$ cat src/rtl/ps2_host_tx.sv
// ps2_host_tx: host-to-device PS/2 command transmitter.
// Inhibits the bus, requests to send, then shifts start/data/parity/stop out
// on device-generated clock falls and checks the device ACK. tx_busy lets the
// receive path ignore the bus while the host owns it.
module ps2_host_tx #(
   parameter int INHIBIT_CYCLES       = 1200,
   parameter int START_TIMEOUT_CYCLES = 150000,
   parameter int XFER_TIMEOUT_CYCLES  = 20000
) (
   input  logic       clk,
   input  logic       rst_n,
   input  logic [7:0] tx_data,
   input  logic       tx_valid,
   output logic       tx_ready,
   output logic       tx_busy,
   output logic       tx_done_strb,
   output logic       tx_error_strb,
   output logic [1:0] tx_error_code,
   input  logic       ps2_clk,
   input  logic       ps2_data,
   output logic       ps2_clk_oe,
   output logic       ps2_data_oe
);

   localparam int TO_MAX  = (START_TIMEOUT_CYCLES > XFER_TIMEOUT_CYCLES) ?
                            START_TIMEOUT_CYCLES : XFER_TIMEOUT_CYCLES;
   localparam int T_MAX   = (TO_MAX > INHIBIT_CYCLES) ? TO_MAX : INHIBIT_CYCLES;
   localparam int TIMER_W = $clog2(T_MAX + 1);

   localparam logic [TIMER_W-1:0] INH_LAST   = TIMER_W'(INHIBIT_CYCLES - 1);
   localparam logic [TIMER_W-1:0] START_LAST = TIMER_W'(START_TIMEOUT_CYCLES - 1);
   localparam logic [TIMER_W-1:0] XFER_LAST  = TIMER_W'(XFER_TIMEOUT_CYCLES - 1);
   localparam logic [TIMER_W-1:0] TIMER_SAT  = '1;

   localparam logic [1:0] ERR_START = 2'b01;
   localparam logic [1:0] ERR_XFER  = 2'b10;
   localparam logic [1:0] ERR_NOACK = 2'b11;

   typedef enum logic [2:0] {
      IDLE, INHIBIT, REQ, DATA, ACK, WAIT_IDLE
   } state_t;

   state_t               state, state_nxt;
   logic [TIMER_W-1:0]   timer, timer_nxt, timer_inc;
   logic [3:0]           bitcnt, bitcnt_nxt;
   logic                 clk_oe_q, clk_oe_nxt;
   logic                 data_oe_q, data_oe_nxt;
   logic                 done_q, done_nxt;
   logic                 err_q, err_nxt;
   logic [1:0]           code_q, code_nxt;
   logic                 ready_q, ready_nxt;
   logic                 busy_q;
   logic                 load;
   logic                 abort;
   logic [1:0]           abort_code;

   logic                 clk_s_p0, clk_s_p1, clk_s_p2;
   logic                 data_s_p0, data_s_p1;
   logic                 fall;
   logic                 timeout_start, timeout_xfer;

   logic [7:0]           shreg;
   logic                 parity;

   // Two-flop synchronisers on both pins plus a clock history flop for edge detection
   always_ff @(posedge clk or negedge rst_n) begin
      if (!rst_n) begin
         clk_s_p0  <= 1'b1;
         clk_s_p1  <= 1'b1;
         clk_s_p2  <= 1'b1;
         data_s_p0 <= 1'b1;
         data_s_p1 <= 1'b1;
      end else begin
         clk_s_p0  <= ps2_clk;
         clk_s_p1  <= clk_s_p0;
         clk_s_p2  <= clk_s_p1;
         data_s_p0 <= ps2_data;
         data_s_p1 <= data_s_p0;
      end
   end

   assign fall          = clk_s_p2 & ~clk_s_p1;
   assign timer_inc     = (timer == TIMER_SAT) ? timer : timer + 1'b1;
   assign timeout_start = (timer >= START_LAST);
   assign timeout_xfer  = (timer >= XFER_LAST);

   // Command byte and its odd parity, captured on accept
   always_ff @(posedge clk) begin
      if (load) begin
         shreg  <= tx_data;
         parity <= ~^tx_data;
      end
   end

   // Next-state, counters and registered-output values
   always_comb begin
      state_nxt   = state;
      timer_nxt   = timer;
      bitcnt_nxt  = bitcnt;
      clk_oe_nxt  = clk_oe_q;
      data_oe_nxt = data_oe_q;
      done_nxt    = 1'b0;
      err_nxt     = 1'b0;
      code_nxt    = code_q;
      load        = 1'b0;
      abort       = 1'b0;
      abort_code  = 2'b00;

      case (state)
         IDLE: begin
            if (tx_valid && ready_q) begin
               load        = 1'b1;
               state_nxt   = INHIBIT;
               timer_nxt   = '0;
               bitcnt_nxt  = 4'd0;
               clk_oe_nxt  = 1'b1;
               data_oe_nxt = (INHIBIT_CYCLES <= 1);
            end
         end

         INHIBIT: begin
            timer_nxt = timer_inc;
            if (timer >= INH_LAST) begin
               state_nxt   = REQ;
               timer_nxt   = '0;
               clk_oe_nxt  = 1'b0;
               data_oe_nxt = 1'b1;
            end else if (timer_inc >= INH_LAST) begin
               // start bit goes onto the line during the last inhibit cycle
               data_oe_nxt = 1'b1;
            end
         end

         REQ: begin
            timer_nxt = timer_inc;
            if (fall) begin
               state_nxt = DATA;
               timer_nxt = '0;
            end else if (timeout_start) begin
               abort      = 1'b1;
               abort_code = ERR_START;
            end
         end

         DATA: begin
            timer_nxt = timer_inc;
            if (fall) begin
               bitcnt_nxt = bitcnt + 4'd1;
               if (bitcnt < 4'd8) begin
                  data_oe_nxt = ~shreg[bitcnt[2:0]];
               end else if (bitcnt == 4'd8) begin
                  data_oe_nxt = ~parity;
               end else begin
                  data_oe_nxt = 1'b0;
                  state_nxt   = ACK;
               end
            end else if (timeout_xfer) begin
               abort      = 1'b1;
               abort_code = ERR_XFER;
            end
         end

         ACK: begin
            timer_nxt = timer_inc;
            if (fall) begin
               if (!data_s_p1) begin
                  state_nxt = WAIT_IDLE;
               end else begin
                  abort      = 1'b1;
                  abort_code = ERR_NOACK;
               end
            end else if (timeout_xfer) begin
               abort      = 1'b1;
               abort_code = ERR_XFER;
            end
         end

         WAIT_IDLE: begin
            timer_nxt = timer_inc;
            if (clk_s_p1 && data_s_p1) begin
               done_nxt  = 1'b1;
               state_nxt = IDLE;
            end else if (!fall && timeout_xfer) begin
               abort      = 1'b1;
               abort_code = ERR_XFER;
            end
         end

         default: begin
            state_nxt   = IDLE;
            clk_oe_nxt  = 1'b0;
            data_oe_nxt = 1'b0;
         end
      endcase

      if (abort) begin
         state_nxt   = IDLE;
         clk_oe_nxt  = 1'b0;
         data_oe_nxt = 1'b0;
         err_nxt     = 1'b1;
         code_nxt    = abort_code;
      end

      // ready only once IDLE has been held for a full cycle, so a request
      // coinciding with a done/error strobe is not taken
      ready_nxt = (state == IDLE) && (state_nxt == IDLE);
   end

   // Control state and registered outputs
   always_ff @(posedge clk or negedge rst_n) begin
      if (!rst_n) begin
         state     <= IDLE;
         timer     <= '0;
         bitcnt    <= 4'd0;
         clk_oe_q  <= 1'b0;
         data_oe_q <= 1'b0;
         done_q    <= 1'b0;
         err_q     <= 1'b0;
         code_q    <= 2'b00;
         ready_q   <= 1'b1;
         busy_q    <= 1'b0;
      end else begin
         state     <= state_nxt;
         timer     <= timer_nxt;
         bitcnt    <= bitcnt_nxt;
         clk_oe_q  <= clk_oe_nxt;
         data_oe_q <= data_oe_nxt;
         done_q    <= done_nxt;
         err_q     <= err_nxt;
         code_q    <= code_nxt;
         ready_q   <= ready_nxt;
         busy_q    <= ~ready_nxt;
      end
   end

   assign tx_ready      = ready_q;
   assign tx_busy       = busy_q;
   assign tx_done_strb  = done_q;
   assign tx_error_strb = err_q;
   assign tx_error_code = code_q;
   assign ps2_clk_oe    = clk_oe_q;
   assign ps2_data_oe   = data_oe_q;

endmodule
$ cat config.mk
export PLATFORM = sky130hd
export DESIGN_NAME = ps2_host_tx
export DESIGN_NICKNAME = d
export VERILOG_FILES = /design/src/rtl/ps2_host_tx.sv
export SDC_FILE = /design/constraint.sdc
export NUM_CORES = 1
export LEC_CHECK = 0
export BUFFER_PORTS_ARGS = -buffer_cell sky130_fd_sc_hd__buf_2
export CORE_MARGIN = 3
export CORE_UTILIZATION = 50
export CTS_CLUSTER_DIAMETER = 200
export DETAILED_ROUTE_END_ITERATION = 7
export HOLD_SLACK_MARGIN = 0.06
export MAX_ROUTING_LAYER = met4
export PLACE_DENSITY = 0.75
export SETUP_SLACK_MARGIN = 0.05
export SLEW_MARGIN = 25
export SYNTH_ARGS = -nofsm -noshare
export SYNTH_HDL_FRONTEND = slang
export SYNTH_SLANG_ARGS = --single-unit
$ cat constraint.sdc
create_clock -name clk -period 2.54 [get_ports clk]
set_input_delay 0.508 -clock clk [delete_from_list [all_inputs] [get_ports clk]]
set_output_delay 0.508 -clock clk [all_outputs]
set_load 0.1 [all_outputs]
# [Word-level counts from Yosys, hierarchy flattened]
# Index checks and enable logic that the tools add are counted.
[word_totals] word_cells=118 inputBits=13 ff_bits=47 output_inout_bits=8
[op_classes] n_reduce_logical=17 n_addsub=2 n_eq_ne=15 order_cmp=6 n_bitwise=5 n_mux=56
[ops] op="18-bit two-way mux" count=4
[ops] op="18-bit case mux with 4 select lines" count=1
[ops] op="18-bit by 11-bit >= comparator with 1-bit output, second input constant" count=2
[ops] op="3-bit two-way mux" count=10
[ops] op="1-bit two-way mux" count=26
[ops] op="18-bit by 1-bit adder with 18-bit output, second input constant" count=1
[ops] op="18-bit equality test, second input constant" count=1
[ops] op="18-bit by 15-bit >= comparator with 1-bit output, second input constant" count=1
[ops] op="18-bit >= comparator, second input constant" count=1
[ops] op="3-bit case mux with 6 select lines" count=1
[ops] op="2-bit two-way mux" count=6
[ops] op="3-bit != test, second input constant" count=3
[ops] op="4-bit two-way mux" count=2
[ops] op="1-bit case mux with 4 select lines" count=2
[ops] op="2-bit case mux with 4 select lines" count=1
[ops] op="4-bit case mux with 2 select lines" count=1
[ops] op="8-bit XNOR reduction" count=1
[ops] op="3-bit by 2-bit equality test with 1-bit output, second input constant" count=2
[ops] op="3-bit equality test, second input constant" count=2
[ops] op="3-bit logical NOT" count=2
[ops] op="3-bit AND reduction" count=2
[ops] op="3-bit OR reduction" count=2
[ops] op="4-bit by 1-bit adder with 4-bit output, second input constant" count=1
[ops] op="4-bit equality test, second input constant" count=1
[ops] op="other kinds (17)" count=25

# [Depth between registers and ports, before layout]
[logic_depth] word_depth=11 mapped_depth=10 ltp_nobuf=8

# [Worst setup path before layout]
# No wires, ideal clock.
[synth_timing] path_kind="reg-to-reg" startpoint="reg ready_q (netlist: tx_ready)" endpoint="reg clk_oe_q (netlist: ps2_clk_oe)" period_less_slack_ps=2475 path_stages_with_launch=7 path_buffers=0 setup_ps=120 required_ps=2420 arrival_ps=2355 path_slack_ps=65 cell_sequence="dfstp_2 > nand2_1 > nor4_2 > o21ai_0 > nand2_1 > a21oi_2 > a21o_1"
[synth_between] elab_chain_len=3
[synth_rtl] element="start, declared" line="51" rtl="logic ready_q, ready_nxt;"
[synth_rtl] element="start signal, assigned" line="231" rtl="ready_q <= ready_nxt;"
[synth_rtl] element="1-bit logical AND" line="111" rtl="if (tx_valid && ready_q) begin"
[synth_rtl] element="3-bit != test (no line)"
[synth_rtl] element="3-bit AND reduction (no line)"
[synth_rtl] element="end signal, assigned" line="226" rtl="clk_oe_q <= clk_oe_nxt;"
[synth_rtl] element="end, declared" line="46" rtl="logic clk_oe_q, clk_oe_nxt;"
# Every way passes these cells.
# A chain may end at the register's enable or synchronous reset.

# [Worst setup path after layout]
[layout_timing] startpoint="reg timer[0]" endpoint="reg timer[13]"
[layout_between] elab_chain_len=4 elab_cells_between_ends=7 classes_between="1 x add/sub; 1 x order compare; 1 x eq/ne; 4 x mux"
[layout_rtl] element="start, declared" line="44" rtl="logic [TIMER_W-1:0] timer, timer_nxt, timer_inc;"
[layout_rtl] element="start signal, assigned" line="224" rtl="timer <= timer_nxt;"
[layout_rtl] element="18-bit by 1-bit adder with 18-bit output or 18-bit equality test (tied branches)" line="83" rtl="assign timer_inc = (timer == TIMER_SAT) ? timer : timer + 1'b1;"
[layout_rtl] element="18-bit two-way mux" line="83"
[layout_rtl] element="18-bit two-way mux, on equally long branches" line="136, 123"
[layout_rtl] element="18-bit case mux with 4 select lines *" line="109" rtl="case (state)"
# Every way passes the cells marked *; elsewhere a longest branch is shown, timed or not.

==> impl_metrics.csv <==
group,metric,value,unit
layout,diodes,0,
sta,hold_viol_final,0,
clock_tree,root_buffer,"clkbuf_8",
hold_path,hp-class,"in2reg",
clock_tree,cts_sinks,47,
sta,slew_violations,0,
routing,ant_nets,0,
routing,viasPerCell,6.06,
clock_tree,cts_hold_buf,0,
setup_path,worst-path-max-fanout,11,
job,drv_cap,0,
layout,drive_above_1_share,18.1,%
global_routing,grt_pass1_vias,2021,
sta,max_freq,0.444,GHz
clock_tree,clk_latency,0.29,ns
power_and_ir_drop,p_per_area,967,nW/µm²
clock_tree,cts_max_level,2,
die,num_rows,26,
power_and_ir_drop,peakVddDrop,1050,µV
synth,netlist.area_leader.share,28.7,%
layout,area_growth,8.94,%
setup_path,crit_start,"timer[0]",
hold_path,hp-start,"ps2_clk",
sta,fin_ws,0.287,ns
sta,rsz0062_at_grt,"false",
setup_path,required,2.72,ns
die,coreArea,5240,µm²
routing,wire_per_inst,15.8,µm
outcome,status,"complete, no violations",
power_and_ir_drop,leakagePower,1.29,nW
placed_design,port_buffers,20,
die,die_height,80.7,µm
sta,finClkSkew,0.00383,ns
layout,instances_no_fill,385,
die,die_x,80.7,µm
synth,synthTopCellsByCount,"35 x nand2_1, 32 x dfrtp_1, 29 x nor2_1, 22 x o21ai_0, 14 x a21oi_1",
global_routing,antenna_found_initial,0,
synth,yosys-top-cells-area,"dfrtp_1 29%, edfxtp_1 9.7%, dfstp_2 5.7%, nand2_1 4.7%, o21ai_0 4.0%",
layout,fillers,438,
setup_path,cp_slowest_cell,"a211o_1",
synth,ys_async_sr_fraction,80.9,%
sta,slew_headroom,43.2,%
sta,setup_viol,0,
setup_path,path_delay_family,"compound AO/OA/AOI/OAI gates",
synth,ys_seq_elements,47,
placed_design,pre_cts_ws,0.247,ns
setup_path,worstPathCellList,"ha_2, nand3_1, a21oi_1, nor2_1, a211o_1, buf_4, a41oi_1, a31oi_1",
synth,netlist.top_cell.by_area,"dfrtp_1",
synth,synth_cell_types,61,
setup_path,crit_arrival,2.43,ns
layout,final_nets,330,
layout,utilization,58.0,%
global_routing,grt_max_degree,39,
synth,synth-compound-area-share,19.9,%
setup_path,r2r-start,"timer[0]",
clock_tree,clk_path_buf_depth,2,
sta,post-route-period-util,88.7,%
routing,drc,0,
sta,finalSetupTns,0,ns
setup_path,critPathKind,"reg2reg",
synth,synthFlopType,"dfrtp_1",
global_routing,grt_use_total,20.4,%
synth,yosys.area_share.simple,23.0,%
synth,muxShareOfSynthArea,3.10,%
layout,stdcell_area,3040,µm²
clock_tree,cts_tree,"done",
die,start_util,53.2,%
synth,ys_seq_area_share,44.1,%
sta,worstMarginPinSlew,0.853,ns
setup_path,path_buf_inv,1,
synth,synth_most_common_cell,"nand2_1",
global_routing,grt_overflow_total,0,
synth,synth_top_family_by_area,"simple AND/OR/NAND/NOR gates",
synth,synth-edff-count,9,
power_and_ir_drop,power,2.94,mW
power_and_ir_drop,switchingPower,1.31,mW
power_and_ir_drop,p_seq_share,36.5,%
clock_tree,numCtsBuffers,5,
setup_path,endpoint_kind,"flip-flop",
synth,yosys_warnings,0,
clock_tree,ctsResizeCount,0,
placed_design,placed_cells,377,
setup_path,max_stage_delay,0.44,ns
routing,first_pass_iters,5,
synth,synth_cells,298,
synth,syn_area_per_cell,9.35,µm²
synth,yosys.area_share.adder,1.35,%
placed_design,placed_cell_area,2920,µm²
synth,synth_nets,314,
routing,postRouteWirelength,6090,µm
placed_design,dp.final_hpwl,4230,µm
clock_tree,cts.clk_slew.worst_paths,0.09,ns
power_and_ir_drop,clockPowerShare,18.9,%
power_and_ir_drop,combPwrFrac,44.6,%
die,io_pins,21,
sta,timing.hold.ws,0.302,ns
routing,vias,2335,
power_and_ir_drop,internal-power,1.63,mW
placed_design,routabilityCongestion,0.937,
setup_path,critPathLaunchType,"flip-flop",
synth,synth_xor_area_share,3.46,%
die,dieArea,6500,µm²
power_and_ir_drop,swShare,44.5,%
global_routing,grt_pass1_wl,10200,µm
sta,period_needed,2.25,ns
synth,syn_area,2790,µm²
routing,drtIter0Drc,340,
clock_tree,postCtsSetupBuffers,0,
-- layout by cell type, fill, tap and decap left out, drive strengths merged, types with 4 or more instances in the layout --
master and n:
inv 7, nand2 35, buf 28, dfstp 6, edfxtp 9, xnor2 8, a21o 4, clkbuf 5
a21oi 15, nor3 8, dfrtp 32, and3 6, nand4 8, o211ai 4, nand2b 5, nor2 29
nor2b 6, nand3 13, nor4 6, a31oi 8, o21ai 22
-- power by group through the flow --
stage               sequential, mW  clock [mW]  combinational (mW)
floorplan                     1.31           0               0.766
global placement              1.08           0                1.27
detailed placement            1.08           0                1.28
CTS                           1.07       0.570                1.29
global route                  1.10       0.595                1.42
finish                        1.07       0.554                1.31
-- cell families after synthesis --
logic type	Yosys count
buffers and inverters	26
AOI/OAI and AO/OA	78
xor gates and xnor gates	11
DFF	47
adders and majority gates	3
and+or+nand+nor	127
muxes	6
-- final cells by class --
cell class	instances	area, µm²	area share [%]
Clock inverter	3	43.8	1.44
Clock buffer	5	68.8	2.27
Multi-Input combinational cell	225	1420	46.8
Tap cell	70	87.6	2.89
Timing Repair Buffer	28	160	5.28
Sequential cell	47	1230	40.5
Inverter	7	26.3	0.866
-- worst reg2reg max path, stage by stage, from the launching register on --
cell and delay, ns:
dfrtp_1 0.43, ha_2 0.31, nand3_1 0.18, a21oi_1 0.17, nor2_1 0.09, a211o_1 0.44
buf_4 0.24, a41oi_1 0.22, a31oi_1 0.06
-- path summary, 6_finish.rpt --
path | to | slack, ns | cells past startpoint
min reg2reg | data_s_p1 | 0.36 | 0
min in group asynchronous | timer[16] | 0.31 | 1
min | clk_s_p0 | 0.30 | 1
max | timer[13] | 0.29 | 8
max reg2reg | timer[13] | 0.29 | 8
max in group asynchronous | state[1] | 1.68 | 1
-- sequential cells by signal, summed over array words and instances, names as in the netlist --
name	count
tx_ready	1
clk_s_p2	1
data_s_p0	1
ps2_data_oe	1
timer	18
tx_error_strb	1
data_s_p1	1
parity	1
state	3
tx_done_strb	1
tx_error_code	2
tx_busy	1
bitcnt	4
shreg	8
clk_s_p0	1
clk_s_p1	1
ps2_clk_oe	1
-- layer usage --
metal,vias to the layer above,share of wire (%),global-route usage (%)
li1,1126,-,-
met1,1119,49,31.8
met2,84,45,27.7
met3,6,5.4,3.59
met4,0,0.64,4.05
met5,-,0,-
Power figures use the tool's default switching activity.
